[src/rtl/ic_pkg.sv]
`default_nettype none
// ============================================================================
// Module      : ic_pkg
// Description : Shared definitions for the 16-bit {addr[3:0],data[11:0]}
//               control link: frame addresses, control-word field
//               positions, control-word layout and a frame builder.
// Revision    : 1.0 - initial release
// ============================================================================
package ic_pkg;

  // Frame address of each control-word field (address 1 is the heartbeat)
  typedef enum logic [3:0] {
    ADDR_HB     = 4'd1,
    ADDR_ANGLE  = 4'd2,
    ADDR_PERIOD = 4'd3,
    ADDR_MODE   = 4'd4,
    ADDR_CMD    = 4'd5,
    ADDR_POWER  = 4'd6
  } ic_addr_e;

  // Field bit positions inside the 32-bit control word
  localparam int c_ANGLE_LSB  = 0;
  localparam int c_ANGLE_MSB  = 11;
  localparam int c_PERIOD_LSB = 12;
  localparam int c_PERIOD_MSB = 19;
  localparam int c_MODE_LSB   = 27;
  localparam int c_MODE_MSB   = 28;
  localparam int c_CMD_LSB    = 29;
  localparam int c_CMD_MSB    = 30;
  localparam int c_POWER_BIT  = 31;

  // Pending-flag index of each field; index order equals address order
  localparam int c_NUM_FIELDS = 5;
  localparam int c_IDX_ANGLE  = 0;
  localparam int c_IDX_PERIOD = 1;
  localparam int c_IDX_MODE   = 2;
  localparam int c_IDX_CMD    = 3;
  localparam int c_IDX_POWER  = 4;

  localparam int c_FRAME_W    = 16;

  typedef struct packed {
    logic        power;
    logic [1:0]  cmd;
    logic [1:0]  mode;
    logic [6:0]  rsvd;
    logic [7:0]  period;
    logic [11:0] angle;
  } ctrl_word_t;

  // Build a link frame from an address and an LSB-aligned data field
  function automatic logic [c_FRAME_W-1:0] make_frame(input ic_addr_e addr,
                                                      input logic [11:0] data);
    return {addr, data};
  endfunction

endpackage
`default_nettype wire

[src/rtl/spi_shift_tx.sv]
`default_nettype none
// ============================================================================
// Module      : spi_shift_tx
// Description : SPI mode-0 master shifter for one 16-bit frame, MSB first.
//               Sequence SETUP -> SHIFT -> HOLD -> GAP, each phase timed in
//               units of CLK_DIV clock cycles. A new frame may be accepted
//               on the last GAP cycle so frames run back to back.
// Revision    : 1.0 - initial release
// ============================================================================
module spi_shift_tx
  import ic_pkg::*;
#(
  parameter int CLK_DIV = 4
) (
  input  logic                 CLK,
  input  logic                 RST_N,
  input  logic                 load,
  input  logic [c_FRAME_W-1:0] frame,
  output logic                 sclk,
  output logic                 mosi,
  output logic                 cs_n,
  output logic                 busy,
  output logic                 done,
  output logic                 ready
);

  localparam int                 c_DIV_W    = (CLK_DIV > 1) ? $clog2(CLK_DIV) : 1;
  localparam logic [c_DIV_W-1:0] c_DIV_LAST = c_DIV_W'(CLK_DIV - 1);

  localparam logic [2:0] c_IDLE  = 3'd0;
  localparam logic [2:0] c_SETUP = 3'd1;
  localparam logic [2:0] c_SHIFT = 3'd2;
  localparam logic [2:0] c_HOLD  = 3'd3;
  localparam logic [2:0] c_GAP   = 3'd4;

  logic [2:0]           r_state;
  logic [2:0]           w_nextState;
  logic [c_DIV_W-1:0]   r_div;
  logic [3:0]           r_bitCnt;
  logic                 r_sclkHigh;
  logic [c_FRAME_W-1:0] r_shift;

  logic w_divEnd;
  logic w_lastBit;
  logic w_accept;

  assign w_divEnd  = (r_div == c_DIV_LAST);
  assign w_lastBit = (r_bitCnt == 4'd15);
  assign w_accept  = load && ready;

  // State register; reset drops the link immediately
  always_ff @(posedge CLK or negedge RST_N) begin
    if (!RST_N) begin
      r_state <= c_IDLE;
    end else begin
      r_state <= w_nextState;
    end
  end

  // Next-state: each phase ends when the divider wraps
  always_comb begin
    w_nextState = r_state;
    case (r_state)
      c_IDLE: begin
        if (load) w_nextState = c_SETUP;
      end
      c_SETUP: begin
        if (w_divEnd) w_nextState = c_SHIFT;
      end
      c_SHIFT: begin
        if (w_divEnd && r_sclkHigh && w_lastBit) w_nextState = c_HOLD;
      end
      c_HOLD: begin
        if (w_divEnd) w_nextState = c_GAP;
      end
      c_GAP: begin
        if (w_divEnd) w_nextState = load ? c_SETUP : c_IDLE;
      end
      default: w_nextState = c_IDLE;
    endcase
  end

  // Outputs decoded from state; mosi is the head of the shift register
  always_comb begin
    sclk  = 1'b0;
    mosi  = 1'b0;
    cs_n  = 1'b1;
    busy  = 1'b1;
    done  = 1'b0;
    ready = 1'b0;
    case (r_state)
      c_IDLE: begin
        busy  = 1'b0;
        ready = 1'b1;
      end
      c_SETUP: begin
        cs_n = 1'b0;
        mosi = r_shift[c_FRAME_W-1];
      end
      c_SHIFT: begin
        cs_n = 1'b0;
        mosi = r_shift[c_FRAME_W-1];
        sclk = r_sclkHigh;
      end
      c_HOLD: begin
        cs_n = 1'b0;
        mosi = r_shift[c_FRAME_W-1];
      end
      c_GAP: begin
        done  = w_divEnd;
        ready = w_divEnd;
      end
      default: begin
        busy = 1'b0;
      end
    endcase
  end

  // Divider, bit counter and shift register; shift happens as sclk falls
  always_ff @(posedge CLK or negedge RST_N) begin
    if (!RST_N) begin
      r_div      <= '0;
      r_bitCnt   <= '0;
      r_sclkHigh <= 1'b0;
      r_shift    <= '0;
    end else if (w_accept) begin
      r_shift    <= frame;
      r_div      <= '0;
      r_bitCnt   <= '0;
      r_sclkHigh <= 1'b0;
    end else if (r_state != c_IDLE) begin
      r_div <= w_divEnd ? '0 : r_div + 1'b1;
      if ((r_state == c_SHIFT) && w_divEnd) begin
        if (r_sclkHigh) begin
          r_sclkHigh <= 1'b0;
          r_bitCnt   <= w_lastBit ? 4'd0 : r_bitCnt + 4'd1;
          r_shift    <= {r_shift[c_FRAME_W-2:0], 1'b0};
        end else begin
          r_sclkHigh <= 1'b1;
        end
      end
    end
  end

endmodule
`default_nettype wire

[src/rtl/spi_frame_tx.sv]
`default_nettype none
// ============================================================================
// Module      : spi_frame_tx
// Description : Transmit end of the control link. Watches the 32-bit control
//               word and sends one {addr,data} frame per changed field,
//               lowest address first, through spi_shift_tx.
//               Optional heartbeat frame {4'd1,12'h000} after HB_CYCLES idle
//               cycles, enabled by defining SPI_TX_HEARTBEAT_EN.
// Revision    : 1.0 - initial release
// ============================================================================
module spi_frame_tx
  import ic_pkg::*;
#(
  parameter int CLK_DIV   = 4,
  parameter int HB_CYCLES = 50000
) (
  input  logic        CLK,
  input  logic        RST_N,
  input  logic [31:0] ctrl_word,
  input  logic        resend_all,
  output logic        sclk,
  output logic        mosi,
  output logic        cs_n,
  output logic        busy,
  output logic        frame_done
);

  ctrl_word_t                r_shadow;
  ctrl_word_t                w_cur;
  logic [c_NUM_FIELDS-1:0]   r_pending;
  logic [c_NUM_FIELDS-1:0]   w_diff;
  logic [c_NUM_FIELDS-1:0]   w_sel;
  logic [c_NUM_FIELDS-1:0]   w_clear;
  logic [c_FRAME_W-1:0]      w_frame;
  logic                      w_anyPending;
  logic                      w_hbReq;
  logic                      w_ready;
  logic                      w_busy;
  logic                      w_load;

  // Field view of the live control word; reserved bits are not tracked
  always_comb begin
    w_cur        = '0;
    w_cur.angle  = ctrl_word[c_ANGLE_MSB:c_ANGLE_LSB];
    w_cur.period = ctrl_word[c_PERIOD_MSB:c_PERIOD_LSB];
    w_cur.mode   = ctrl_word[c_MODE_MSB:c_MODE_LSB];
    w_cur.cmd    = ctrl_word[c_CMD_MSB:c_CMD_LSB];
    w_cur.power  = ctrl_word[c_POWER_BIT];
  end

  // Change detect against the value last sent for each field
  always_comb begin
    w_diff               = '0;
    w_diff[c_IDX_ANGLE]  = (w_cur.angle  != r_shadow.angle);
    w_diff[c_IDX_PERIOD] = (w_cur.period != r_shadow.period);
    w_diff[c_IDX_MODE]   = (w_cur.mode   != r_shadow.mode);
    w_diff[c_IDX_CMD]    = (w_cur.cmd    != r_shadow.cmd);
    w_diff[c_IDX_POWER]  = (w_cur.power  != r_shadow.power);
  end

  assign w_anyPending = |r_pending;

  // Priority encoder: lowest pending address wins, heartbeat frame otherwise
  always_comb begin
    w_sel   = '0;
    w_frame = make_frame(ADDR_HB, 12'h000);
    if (r_pending[c_IDX_ANGLE]) begin
      w_sel[c_IDX_ANGLE] = 1'b1;
      w_frame = make_frame(ADDR_ANGLE, w_cur.angle);
    end else if (r_pending[c_IDX_PERIOD]) begin
      w_sel[c_IDX_PERIOD] = 1'b1;
      w_frame = make_frame(ADDR_PERIOD, {4'h0, w_cur.period});
    end else if (r_pending[c_IDX_MODE]) begin
      w_sel[c_IDX_MODE] = 1'b1;
      w_frame = make_frame(ADDR_MODE, {10'h000, w_cur.mode});
    end else if (r_pending[c_IDX_CMD]) begin
      w_sel[c_IDX_CMD] = 1'b1;
      w_frame = make_frame(ADDR_CMD, {10'h000, w_cur.cmd});
    end else if (r_pending[c_IDX_POWER]) begin
      w_sel[c_IDX_POWER] = 1'b1;
      w_frame = make_frame(ADDR_POWER, {11'h000, w_cur.power});
    end
  end

  assign w_load  = w_ready && (w_anyPending || w_hbReq);
  assign w_clear = w_load ? w_sel : '0;

  // Pending flags: the loaded field takes the live value, so its own change
  // is consumed; any other change or a resend request sets the flag
  always_ff @(posedge CLK or negedge RST_N) begin
    if (!RST_N) begin
      r_pending <= '0;
    end else begin
      r_pending <= (r_pending & ~w_clear)
                 | (w_diff & ~w_clear)
                 | {c_NUM_FIELDS{resend_all}};
    end
  end

  // Shadow copy: record the value carried by the frame being loaded
  always_ff @(posedge CLK or negedge RST_N) begin
    if (!RST_N) begin
      r_shadow <= '0;
    end else begin
      if (w_clear[c_IDX_ANGLE])  r_shadow.angle  <= w_cur.angle;
      if (w_clear[c_IDX_PERIOD]) r_shadow.period <= w_cur.period;
      if (w_clear[c_IDX_MODE])   r_shadow.mode   <= w_cur.mode;
      if (w_clear[c_IDX_CMD])    r_shadow.cmd    <= w_cur.cmd;
      if (w_clear[c_IDX_POWER])  r_shadow.power  <= w_cur.power;
    end
  end

`ifdef SPI_TX_HEARTBEAT_EN
  localparam int c_HB_W = $clog2(HB_CYCLES + 1);

  logic [c_HB_W-1:0] r_idleCnt;

  assign w_hbReq = (r_idleCnt == c_HB_W'(HB_CYCLES));

  // Idle counter: runs only on a quiet link, restarts with every load
  always_ff @(posedge CLK or negedge RST_N) begin
    if (!RST_N) begin
      r_idleCnt <= '0;
    end else if (w_load) begin
      r_idleCnt <= '0;
    end else if (!w_busy && !w_anyPending && !w_hbReq) begin
      r_idleCnt <= r_idleCnt + 1'b1;
    end
  end
`else
  assign w_hbReq = 1'b0;
`endif

  spi_shift_tx #(
    .CLK_DIV (CLK_DIV)
  ) u_shift (
    .CLK   (CLK),
    .RST_N (RST_N),
    .load  (w_load),
    .frame (w_frame),
    .sclk  (sclk),
    .mosi  (mosi),
    .cs_n  (cs_n),
    .busy  (w_busy),
    .done  (frame_done),
    .ready (w_ready)
  );

  assign busy = w_busy;

endmodule
`default_nettype wire

[config.mk]
export PLATFORM = sky130hd
export DESIGN_NAME = spi_frame_tx
export DESIGN_NICKNAME = d
export VERILOG_FILES = /design/src/rtl/ic_pkg.sv /design/src/rtl/spi_shift_tx.sv /design/src/rtl/spi_frame_tx.sv
export SDC_FILE = /design/constraint.sdc
export NUM_CORES = 1
export LEC_CHECK = 0
export BUFFER_PORTS_ARGS = -buffer_cell sky130_fd_sc_hd__clkbuf_2
export CAP_MARGIN = 20
export CORE_UTILIZATION = 60
export CTS_CLUSTER_DIAMETER = 40
export DETAILED_ROUTE_END_ITERATION = 8
export PLACE_DENSITY = 0.87
export SLEW_MARGIN = 25
export SYNTH_ARGS = -nofsm -noshare
export SYNTH_HDL_FRONTEND = slang
export SYNTH_SLANG_ARGS = --single-unit
[constraint.sdc]
create_clock -name CLK -period 2.9 [get_ports CLK]
set_input_delay 0.145 -clock CLK [delete_from_list [all_inputs] [get_ports CLK]]
set_output_delay 0.145 -clock CLK [all_outputs]
set_load 0.03 [all_outputs]
==> After elaboration in Yosys (flattened, before gate mapping) <==
Index checks and enable logic that the tools add are counted.
Widths: inputs -> output; s select.
{ "word_totals": {"regBits": 56, "wordCells": 94, "output_inout_bits": 5} }
{ "op_classes": {"addsub": 2, "bitwise": 5, "mux": 44, "n_reduce_logical": 16, "eq_ne": 16} }
{ "op_table": {"columns": ["op", "n"], "rows": [
  ["$mux 16", 5],
  ["$mux 15", 4],
  ["$mux 4", 6],
  ["$mux 3", 6],
  ["$mux 1", 16],
  ["$pmux 3 s5", 1],
  ["$ne 12x12->1", 1],
  ["$and 5x5->5", 2],
  ["$ne 2x1->1 const B", 5],
  ["$or 5x5->5", 2],
  ["$mux 2", 4],
  ["$ne 8x8->1", 1],
  ["$eq 3x2->1 const B", 2],
  ["$reduce_bool 2->1", 3],
  ["$logic_and 1x1->1", 5],
  ["$mux 5", 1],
  ["$not 5->5", 1],
  ["$reduce_and 5->1", 1],
  ["$reduce_or 5->1", 1],
  ["$add 4x1->4 const B", 1],
  ["$eq 4x4->1 const B", 1],
  ["$ne 2x2->1", 2],
  ["$reduce_or 4->1", 1],
  ["$eq 3x1->1 const B", 1],
  ["10 further kinds", 10]
]} }

==> Longest topological paths before layout <==
Gate-level depths: netlist (run 1).
{ "logic_depth": {"depth_word": 10, "depth_mapped": 8, "mapped_depth_nobuf": 5} }

==> Modules after synthesis <==
Synthesis (run 1) repeated with hierarchy kept, for this count alone.
{ "hier_totals": {"cells_unflattened": 293, "area_unflattened_um2": 3084.2} }
{ "modules_own_cells": {"columns": ["mod", "area_per_inst_um2", "n_inst", "cells_per_inst"], "rows": [
  ["spi_frame_tx", 1675.4, 1, 140],
  ["spi_shift_tx", 1408.9, 1, 153]
]} }

==> Worst setup path after synthesis (run 1) <==
OpenSTA, ideal clock, no wires.
{ "synth_timing": {"path_kind": "reg2reg", "startpoint": "register u_shift.r_div[0]", "endpoint": "register u_shift.r_shift[2]", "stages_incl_launch_ff": 9, "synth_period_minus_slack_ns": 1.924, "slack_ns": 0.976, "required_time_ns": 2.764, "t_arrival_ns": 1.788, "cell_sequence": "dfrtp_1 -> ha_1 -> clkbuf_1 -> nand2b_1 -> clkbuf_1 -> and3_1 -> buf_2 -> a222oi_1 -> mux2i_1"} }
{ "synth_between": {"elab_chain_cells": 6, "word_cells_on_any_way": 10, "classes_between": "1 x eq/ne; 2 x mux; 7 x reduce/logical"} }
{ "synth_lines": {"columns": ["element", "line_no", "source"], "rows": [
  ["start: declaration", "spi_shift_tx.sv:38", "logic [c_DIV_W-1:0] r_div;"],
  ["start signal: assignment", "spi_shift_tx.sv:132", "r_div <= w_divEnd ? '0 : r_div + 1'b1;"],
  ["$eq 2x2->1 (*)", "spi_shift_tx.sv:47", "assign w_divEnd = (r_div == c_DIV_LAST);"],
  ["$pmux 1 s2", "spi_shift_tx.sv:91", "case (r_state)"],
  ["$logic_and 1x1->1", "spi_frame_tx.sv:85", "assign w_load = w_ready && (w_anyPending || w_hbReq);"],
  ["$logic_and 1x1->1", "spi_shift_tx.sv:49", "assign w_accept = load && ready;"],
  ["$reduce_bool 2->1 (no line)", null, null],
  ["$reduce_and 3->1 (no line)", null, null],
  ["end signal: assignment", "spi_shift_tx.sv:127", "r_shift <= frame;"],
  ["end signal: assignment", "spi_shift_tx.sv:137", "r_shift <= {r_shift[c_FRAME_W-2:0], 1'b0};"],
  ["end: declaration", "spi_shift_tx.sv:41", "logic [c_FRAME_W-1:0] r_shift;"]
]} }
Every way passes the cells marked *; elsewhere a longest branch is shown, timed or not.
A chain may end at the register's enable or synchronous reset.

==> Final worst setup path (run 1) <==
{ "layout_timing": {"startpoint": "register r_pending[0]", "endpoint": "register u_shift.r_shift[6]"} }
{ "layout_between": {"elab_chain_cells": 5, "word_cells_on_any_way": 9, "classes_between": "2 x mux; 7 x reduce/logical"} }
{ "layout_lines": {"columns": ["element", "line_no", "source"], "rows": [
  ["start: declaration", "spi_frame_tx.sv:30", "logic [c_NUM_FIELDS-1:0] r_pending;"],
  ["start signal: assignment", "spi_frame_tx.sv:94", "r_pending <= (r_pending & ~w_clear)"],
  ["$reduce_or 5->1", "spi_frame_tx.sv:61", "assign w_anyPending = |r_pending;"],
  ["$logic_and 1x1->1", "spi_frame_tx.sv:85", null],
  ["$logic_and 1x1->1", "spi_shift_tx.sv:49", null],
  ["$reduce_bool 2->1 (no line)", null, null],
  ["$reduce_and 3->1 (no line)", null, null]
]} }
Parallel ways exist; a longest one is shown, timed or not.

==> reports/results.tsv, run 1 <==
metric	value	unit
fin_crit_sh	73.4	%
syn-num-nets	334	
die_area	5170	um2
critPathBufInv	0	
die_h	71.9	um
die_x	71.9	um
endpoint_kind	register	
slowest_stage	or3_1	
synth_top_area_share	47.8	%
synth_top_cell_by_area	dfrtp_1	
grt_antenna_before_repair	0	
swShare	38.0	%
routed_wirelength	5.92	mm
met2_usage	40.1	%
pre_cts_slack	785	ps
grt_pass1_vias	2154	
netlist_area	2930	um2
yosys_warnings	0	
setup_ws	771	ps
routed-via-count	2278	
rsz0062_at_grt	false	
status	completed	
cts.sinks	56	
async_flop_share	100	%
wl_per_cell	15.1	um
critPathKind	reg -> reg	
postLayoutCoreUtil	68.2	%
grt-busiest-layer	met2	
min_path_type	in -> reg	
drt_iter0_markers	199	
grt_usage	24.7	%
clkTransAtPathRegs	100	ps
power_leakage	1.50	nW
p_comb_share	37.2	%
maxSlewHeadroom	57.1	%
grt_pass1_wl	9.82	mm
use_met3	4.17	%
slowest_delay	560	ps
finalSetupTns	0	ps
synth_top_flop_cell	dfrtp_1	
cts_htree_levels	2	
clockPowerShare	15.4	%
dr.pass1.iters	5	
synthCells	297	
worstPathArrival	2330	ps
vdd_drop_max	0.389	mV
synthTopCellsByArea	dfrtp_1 (48%), nand2_1 (6.3%), xor2_1 (5.1%), mux2i_1 (4.4%), mux2_2 (3.8%)	
numCtsBuffers	5	
start_util	62.1	%
maxSlewViolCount	0	
ys_ff_latch	56	
crit_chain	nor4_4 > a211oi_1 > or3_1 > mux2_4	
crit_path_start_kind	register	
grt_max_degree	43	
crit_required	3100	ps
nets	363	
gr-total-overflow	0	
syn_to_final_growth	9.90	%
cts_tree	done	
whs	64.9	ps
via_per_inst	5.80	
hpwlAfterDp	4.31	mm
antennaDiodeCount	0	
finClkSkew	4.66	ps
seq_area_frac_synth	47.8	%
clk_latency	310	ps
synth_top_cells_by_count	dfrtp_1 (56), nand2_1 (49), xor2_1 (17), nor2_1 (16), o21ai_0 (14)	
switchingPower	0.00103	W
numPortBuffers	32	
ys_types	44	
hold_violations	0	
drv_cap	0	
worst_slew_pin_slew	641	ps
pwr-share-seq	47.4	%
synth.avg_cell_area	9.87	um2
synth.most_common_cell	dfrtp_1	
cp_max_fo	11	
p_int	0.00168	W
setup_viol	0	
drc	0	
num_rows	25	
core-area	4720	um2
final_layout_size_suffix_gt1_share	17.2	%
place_congestion	0.855	
powerDensity	839	nW/um2
period_needed	2130	ps
grt_util_met1	33.5	%
final_antenna_net_count	0	
ioPinCount	40	
clockBufferDepth	2	
synth_edf_count	0	
cp_top_family	simple AND/OR/NAND/NOR gates	
root_buffer	clkbuf_8	
max_freq	470	MHz
==> final timing paths <==
kind,to,slack (ps),start,cells after the start
worst min-delay path,r_shadow[0],60,ctrl_word[0],3
worst max-delay path,u_shift.r_shift[6],770,r_pending[0],4
worst min register to register,r_shadow[4],510,r_shadow[4],2
max in group asynchronous,u_shift.r_shift[15],1950,RST_N,3
worst max register to register,u_shift.r_shift[6],770,r_pending[0],4
min in group asynchronous,u_shift.r_bitCnt[3],350,RST_N,2
==> kinds of logic (layout without fill, tap and decap cells) <==
logic type	after synthesis	count (layout)	share of synthesized area [%]
AOI/OAI and AO/OA	51	51	11.7
muxes	25	25	9.30
buffers and inverters	28	57	4.31
adders and majority gates	2	2	0.853
and+or+nand+nor	107	107	17.7
DFF	56	56	47.8
xor gates and xnor gates	28	28	8.36
==> state kept, by name, indices dropped and copies added, names as in the netlist <==
| register | cells |
|---|---|
| r_pending | 5 |
| u_shift.r_div | 2 |
| u_shift.r_shift | 16 |
| u_shift.r_bitCnt | 4 |
| u_shift.r_sclkHigh | 1 |
| u_shift.r_state | 3 |
| r_shadow | 25 |
==> repair_timing <==
| action | in CTS | in global routing |
|---|---|---|
| setup buffers | 0 | 0 |
| resized for setup | 0 | 0 |
| hold buffers | 0 | 1 |
| endpoints found under the hold margin | 0 | 41 |
==> tightest hold or removal path: stages <==
cell	delay (ps)
clkbuf_2	110
nand2_1	60
nand2_1	40
==> placed cells by master, fill, tap and decap left out, types with 10 or more instances in the layout <==
cell type	instances
dfrtp_1	56
mux2i_1	13
xor2_1	17
mux2_2	10
clkbuf_2	31
nor2_1	16
xnor2_1	11
nand2_1	49
a21oi_1	11
inv_1	13
o21ai_0	14
==> layout make-up <==
class | count | area (um2)
Fill cell | 368 | 1500
Multi-Input combinational cell | 213 | 1410
Sequential cell | 56 | 1400
Timing Repair Buffer | 37 | 203
Tap cell | 67 | 83.8
Clock buffer | 6 | 72.6
Inverter | 13 | 48.8
Clock inverter | 1 | 8.76
==> metrics by stage <==
step | area [um2] | std cells | power, W
floorplan | 2930 | 297 | 0.00205
global placement | 3130 | 385 | 0.00223
detailed placement | 3130 | 385 | 0.00229
CTS | 3210 | 392 | 0.00272
global route | 3220 | 393 | 0.00289
finish | 3220 | 393 | 0.00270
==> power groups by stage <==
stage                     Sequential (W)  Clock [W]  Combinational (W)
after floorplan                  0.00120          0           0.000845
after global placement           0.00127          0           0.000958
after detailed placement         0.00129          0            0.00100
after CTS                        0.00128   0.000427            0.00101
after global routing             0.00131   0.000451            0.00113
final                            0.00128   0.000417            0.00101
==> per-layer routing <==
metal	wire length, um	vias to the layer above
met1	2660	1111
met4	102	0
li1	-	1092
met5	0	-
met2	2950	65
met3	210	10
(Power assumes the default switching activity.)
==> run 2: changes to the inputs <==
--- a/config.mk
+++ b/config.mk
@@ -7,10 +7,10 @@
 export LEC_CHECK = 0
 export BUFFER_PORTS_ARGS = -buffer_cell sky130_fd_sc_hd__clkbuf_2
 export CAP_MARGIN = 20
-export CORE_UTILIZATION = 60
+export CORE_UTILIZATION = 57
 export CTS_CLUSTER_DIAMETER = 40
 export DETAILED_ROUTE_END_ITERATION = 8
-export PLACE_DENSITY = 0.87
+export PLACE_DENSITY = 0.83
 export SLEW_MARGIN = 25
 export SYNTH_ARGS = -nofsm -noshare
 export SYNTH_HDL_FRONTEND = slang
==> constraint.sdc (replaced) <==
create_clock -name CLK -period 2.1 [get_ports CLK]
set_input_delay 0.105 -clock CLK [delete_from_list [all_inputs] [get_ports CLK]]
set_output_delay 0.105 -clock CLK [all_outputs]
set_load 0.03 [all_outputs]
==> reports/results.tsv, run 2 (same netlist as run 1, synthesis figures left out) <==
metric	value	unit	change
worst_slew_pin_slew	706	ps	+64.8 ps
rsz0062_at_grt	false		
worstHoldEndpoint	r_shadow[9]		
wl_per_cell	15.5	um	+3.0%
antennaDiodeCount	0		unchanged
max_freq	502	MHz	+6.8%
crit_path_start_kind	register		
rr_worst_depth	5		+1
vdd_drop_max	0.722	mV	+86%
clockBufferDepth	2		unchanged
hold_violations	0		unchanged
cts.sinks	56		unchanged
syn_to_final_growth	14.8	%	
final_layout_size_suffix_gt1_share	21.1	%	+3.9 points
grt_antenna_before_repair	0		unchanged
power_leakage	1.58	nW	+5.7%
cp_max_fo	10		-1
clockPowerShare	18.2	%	+2.8 points
place_congestion	0.849		-0.62%
routed-via-count	2315		+1.6%
reg_top3	r_shadow x25, u_shift.r_shift x16, r_pending x5		
numPortBuffers	32		unchanged
hold_path_depth	3		unchanged
period_needed	1990	ps	-136 ps
worstPathArrival	2170	ps	-160 ps
largest_register_ffs	25		unchanged
status	completed		
grt_usage	25.6	%	+0.97 points
postCtsSetupRepairBufs	0		unchanged
final_antenna_net_count	0		unchanged
regMostFlops	r_shadow		
p_int	0.00258	W	+54%
endpoint_kind	register		
reg2reg_slack	110	ps	-660 ps
root_buffer	clkbuf_8		
clk_latency	310	ps	about the same
r2r_start	u_shift.r_div[0]		
drt_iter0_markers	262		+32%
finalSetupTns	0	ps	unchanged
setup_viol	0		unchanged
critPathKind	reg -> reg		
drv_cap	0		unchanged
via_per_inst	5.67		-2.1%
cts_tree	done		
core-area	4850	um2	+2.6%
die_h	73.7	um	+2.5%
cts_resized	0		unchanged
postLayoutCoreUtil	69.4	%	+1.2 points
dr.pass1.iters	5		unchanged
nets	377		+3.9%
switchingPower	0.00148	W	+44%
clkTransAtPathRegs	100	ps	about the same
hpwlAfterDp	4.60	mm	+6.8%
numCtsBuffers	5		unchanged
r2r_end	u_shift.r_shift[4]		
num_rows	25		unchanged
grt_max_degree	57		+33%
crit_required	2280	ps	-820 ps
powerDensity	1210	nW/um2	+44%
fin_crit_sh	94.9	%	+22 points
swShare	36.5	%	-1.5 points
p_comb_share	39.0	%	+1.8 points
maxSlewViolCount	0		unchanged
drc	0		unchanged
maxSlewHeadroom	52.9	%	-4.2 points
final_common_cell	dfrtp_1		
grt_pass1_wl	10.4	mm	+5.6%
grt_pass1_vias	2188		+1.6%
cts_htree_levels	2		unchanged
start_util	60.5	%	-1.6 points
ioPinCount	40		unchanged
die_x	73.7	um	+2.5%
pwr-share-seq	42.8	%	-4.6 points
final_cell_mix	dfrtp_1 (56), nand2_1 (49), clkbuf_2 (32)		
die_area	5440	um2	+5.1%
hp-start	ctrl_word[9]		
gr-total-overflow	0		unchanged
routed_wirelength	6.32	mm	+6.9%
finClkSkew	8.06	ps	+3.40 ps
min_path_type	in -> reg		
[run 2: cell count changes in the layout (fill, tap and decap cells not counted), sizes merged]
cell,previous run,this run
bufinv,0,1
inv,14,13
clkinv,0,1
clkbuf,37,38
buf,5,18
[run 2: power by group through the flow]
stage               Combinational (W)  Sequential (W)  Clock [W]
floorplan                     0.00117         0.00166          0
global placement              0.00150         0.00173          0
detailed placement            0.00156         0.00175          0
CTS                           0.00158         0.00173   0.000755
global route                  0.00177         0.00178   0.000801
finish                        0.00158         0.00174   0.000740
[run 2: critical path, stage by stage, from the launching register on]
cell and delay, ps:
dfrtp_1 410, ha_1 270, nand2b_1 250, and3_1 350
a222oi_1 460, mux2i_1 140
[run 2: worst max-delay path by stage]
stage	end	start	depth (start not counted)
floorplan	u_shift.r_shift[2]	u_shift.r_div[0]	8
global placement	u_shift.r_shift[5]	r_pending[3]	4
global route	u_shift.r_shift[4]	u_shift.r_div[0]	5
finish	u_shift.r_shift[4]	u_shift.r_div[0]	5
detailed placement	u_shift.r_shift[4]	u_shift.r_div[0]	5
CTS	u_shift.r_shift[4]	u_shift.r_div[0]	5
[run 2: timing repair]
item,in CTS,in global routing
setup endpoints to repair,0,0
hold buffers,1,0
hold endpoints to repair,56,0
[run 2: metal layers]
| layer | GRT usage (%) | vias up | share of wire (%) | wire length, um |
|---|---|---|---|---|
| met5 | 0 | - | 0 | 0 |
| met4 | 8.55 | 0 | 0.98 | 62 |
| met3 | 4.80 | 8 | 5.3 | 335 |
| met2 | 40.7 | 66 | 49 | 3080 |
| met1 | 35.4 | 1124 | 45 | 2850 |
| li1 | - | 1117 | - | - |
[run 2: metrics by stage]
stage	instance area (um2)	setup slack, ps	hold WS (ps)	cells	power, W
floorplan	2930	176	-191	297	0.00283
CTS	3370	122	21.7	408	0.00407
finish	3370	107	30.1	408	0.00406
detailed placement	3230	145	283	399	0.00331
global route	3370	9.82	20.5	408	0.00435
global placement	3230	235	280	399	0.00322
[run 2: layout make-up]
cell class / count / area, um2
Timing Repair Buffer: 51 / 305
Clock inverter: 2 / 38.8
Tap cell: 67 / 83.8
Multi-Input combinational cell: 213 / 1410
Inverter: 13 / 48.8
Sequential cell: 56 / 1400
Fill cell: 394 / 1480
Clock buffer: 6 / 82.6
==> run 3: changes to the inputs <==
--- a/config.mk
+++ b/config.mk
@@ -11,6 +11,7 @@
 export CTS_CLUSTER_DIAMETER = 40
 export DETAILED_ROUTE_END_ITERATION = 8
 export PLACE_DENSITY = 0.83
+export REMOVE_ABC_BUFFERS = 1
 export SLEW_MARGIN = 25
 export SYNTH_ARGS = -nofsm -noshare
 export SYNTH_HDL_FRONTEND = slang
==> reports/results.tsv, run 3 (same netlist as run 1, synthesis figures left out) <==
metric	value	unit	change
r2r_end	u_shift.r_shift[7]		
min_path_type	in -> reg		
clkTransAtPathRegs	110	ps	about the same
syn_to_final_growth	13.4	%	
rsz0062_at_grt	false		
reg_top3	r_shadow x25, u_shift.r_shift x16, r_pending x5		
antennaDiodeCount	0		unchanged
regMostFlops	r_shadow		
worst_slew_pin_slew	705	ps	-1.17 ps
reg2reg_slack	80	ps	-30 ps
hpwlAfterDp	4.72	mm	+2.5%
power_leakage	1.56	nW	-1.6%
routed_wirelength	6.32	mm	unchanged
via_per_inst	5.69		+0.32%
routed-via-count	2311		-0.17%
cts_tree	done		
numCtsBuffers	5		unchanged
drt_iter0_markers	154		-41%
final_layout_size_suffix_gt1_share	20.9	%	-0.17 points
worstPathArrival	2260	ps	+90 ps
dr.pass1.iters	5		unchanged
rr_worst_depth	5		unchanged
finClkSkew	12.5	ps	+4.40 ps
maxSlewViolCount	0		unchanged
critPathKind	reg -> reg		
swShare	38.3	%	+1.8 points
wl_per_cell	15.6	um	+0.49%
crit_path_start	r_pending[0]		
die_x	73.7	um	unchanged
clockBufferDepth	2		unchanged
final_cell_mix	dfrtp_1 (56), nand2_1 (49), clkbuf_2 (32)		
die_area	5440	um2	unchanged
crit_path_start_kind	register		
status	completed		
switchingPower	0.00150	W	+1.2%
clockPowerShare	15.7	%	-2.5 points
start_util	60.5	%	unchanged
endpoint_kind	register		
final_cell_area	3330	um2	-1.2%
largest_register_ffs	25		unchanged
pwr-share-seq	44.5	%	+1.7 points
p_comb_share	39.8	%	+0.8 points
period_needed	2020	ps	+28.4 ps
die_h	73.7	um	unchanged
numPortBuffers	32		unchanged
grt_pass1_wl	10.2	mm	-1.3%
core-area	4850	um2	unchanged
clk_latency	320	ps	about the same
crit_end	u_shift.r_shift[7]		
ioPinCount	40		unchanged
grt_pass1_vias	2179		-0.41%
layoutNonFillerInstCount	406		-0.49%
root_buffer	clkbuf_8		
grt_max_degree	57		unchanged
r2r_start	r_pending[0]		
grt_usage	25.4	%	-0.25 points
fin_crit_sh	96.3	%	+1.4 points
place_congestion	0.882		+3.8%
p_int	0.00242	W	-6.3%
final_antenna_net_count	0		unchanged
grt_antenna_before_repair	0		unchanged
crit_required	2330	ps	+50 ps
drv_cap	0		unchanged
num_rows	25		unchanged
hold_violations	0		unchanged
maxSlewHeadroom	53.0	%	+0.078 points
cts.sinks	56		unchanged
dpl.cell_count	397		-0.50%
cp_max_fo	10		unchanged
p_total	0.00392	W	-3.6%
cts_htree_levels	2		unchanged
drc	0		unchanged
max_freq	495	MHz	-1.4%
gr-total-overflow	0		unchanged
setup_viol	0		unchanged
powerDensity	1180	nW/um2	-2.5%
place_area	3220	um2	-0.46%
final_common_cell	dfrtp_1		
nets	375		-0.53%
postCtsSetupRepairBufs	0		unchanged
vdd_drop_max	0.760	mV	+5.3%
[run 3: power by group through the flow]
stage	logic (W)	registers (W)	clock network, W
3_5_place_dp	0.00155	0.00176	0
6_report	0.00156	0.00174	0.000614
5_1_grt	0.00173	0.00179	0.000667
3_3_place_gp	0.00147	0.00173	0
4_1_cts	0.00156	0.00174	0.000629
2_1_floorplan	0.00105	0.00170	0
[run 3: cell type report]
| type | instances | area, um2 |
|---|---|---|
| multi-input combinational | 213 | 1410 |
| clock buffer | 5 | 68.8 |
| clock inverter | 3 | 27.5 |
| timing repair buffer | 49 | 290 |
| inverter | 13 | 48.8 |
| tap | 67 | 83.8 |
| fill | 380 | 1520 |
| sequential | 56 | 1400 |
[run 3: worst min path at each step]
stage / from / end / slack, ps / depth (start not counted)
finish: ctrl_word[2] / r_shadow[2] / 20 / 3
global placement: RST_N / r_shadow[29] / 280 / 2
global route: ctrl_word[2] / r_shadow[2] / 5 / 3
detailed placement: RST_N / u_shift.r_div[0] / 280 / 2
floorplan: RST_N / r_pending[0] / -190 / 0
CTS: ctrl_word[2] / r_shadow[2] / 10 / 3
[run 3: metrics by stage]
stage | TNS [ps] | hold WS, ps | utilization [%] | setup slack (ps)
floorplan | -683 | -191 | - | -212
global placement | 0 | 284 | 66.4 | 177
detailed placement | 0 | 279 | 66.4 | 93.2
CTS | 0 | 11.1 | 68.6 | 83.9
global route | 0 | 4.68 | 68.6 | 6.54
finish | 0 | 18.4 | 68.6 | 78.5
[run 3: timing repair]
item / 4_1_cts / 5_1_grt
setup endpoints to repair: 0 / 3
resized for setup: 0 / 1
endpoints found under the hold margin: 56 / 0
hold buffers: 1 / 0
[run 3: routing by layer]
layer | GRT usage, % | wire (um)
met5 | 0 | 0
met4 | 7.48 | 46
met3 | 6.04 | 290
met2 | 41.4 | 3170
met1 | 33.7 | 2820
[run 3: critical path, stage by stage (launching register included)]
cell,delay (ps)
dfrtp_1,420
buf_4,190
or4_1,570
o211ai_2,370
nand2_1,120
a41oi_1,260
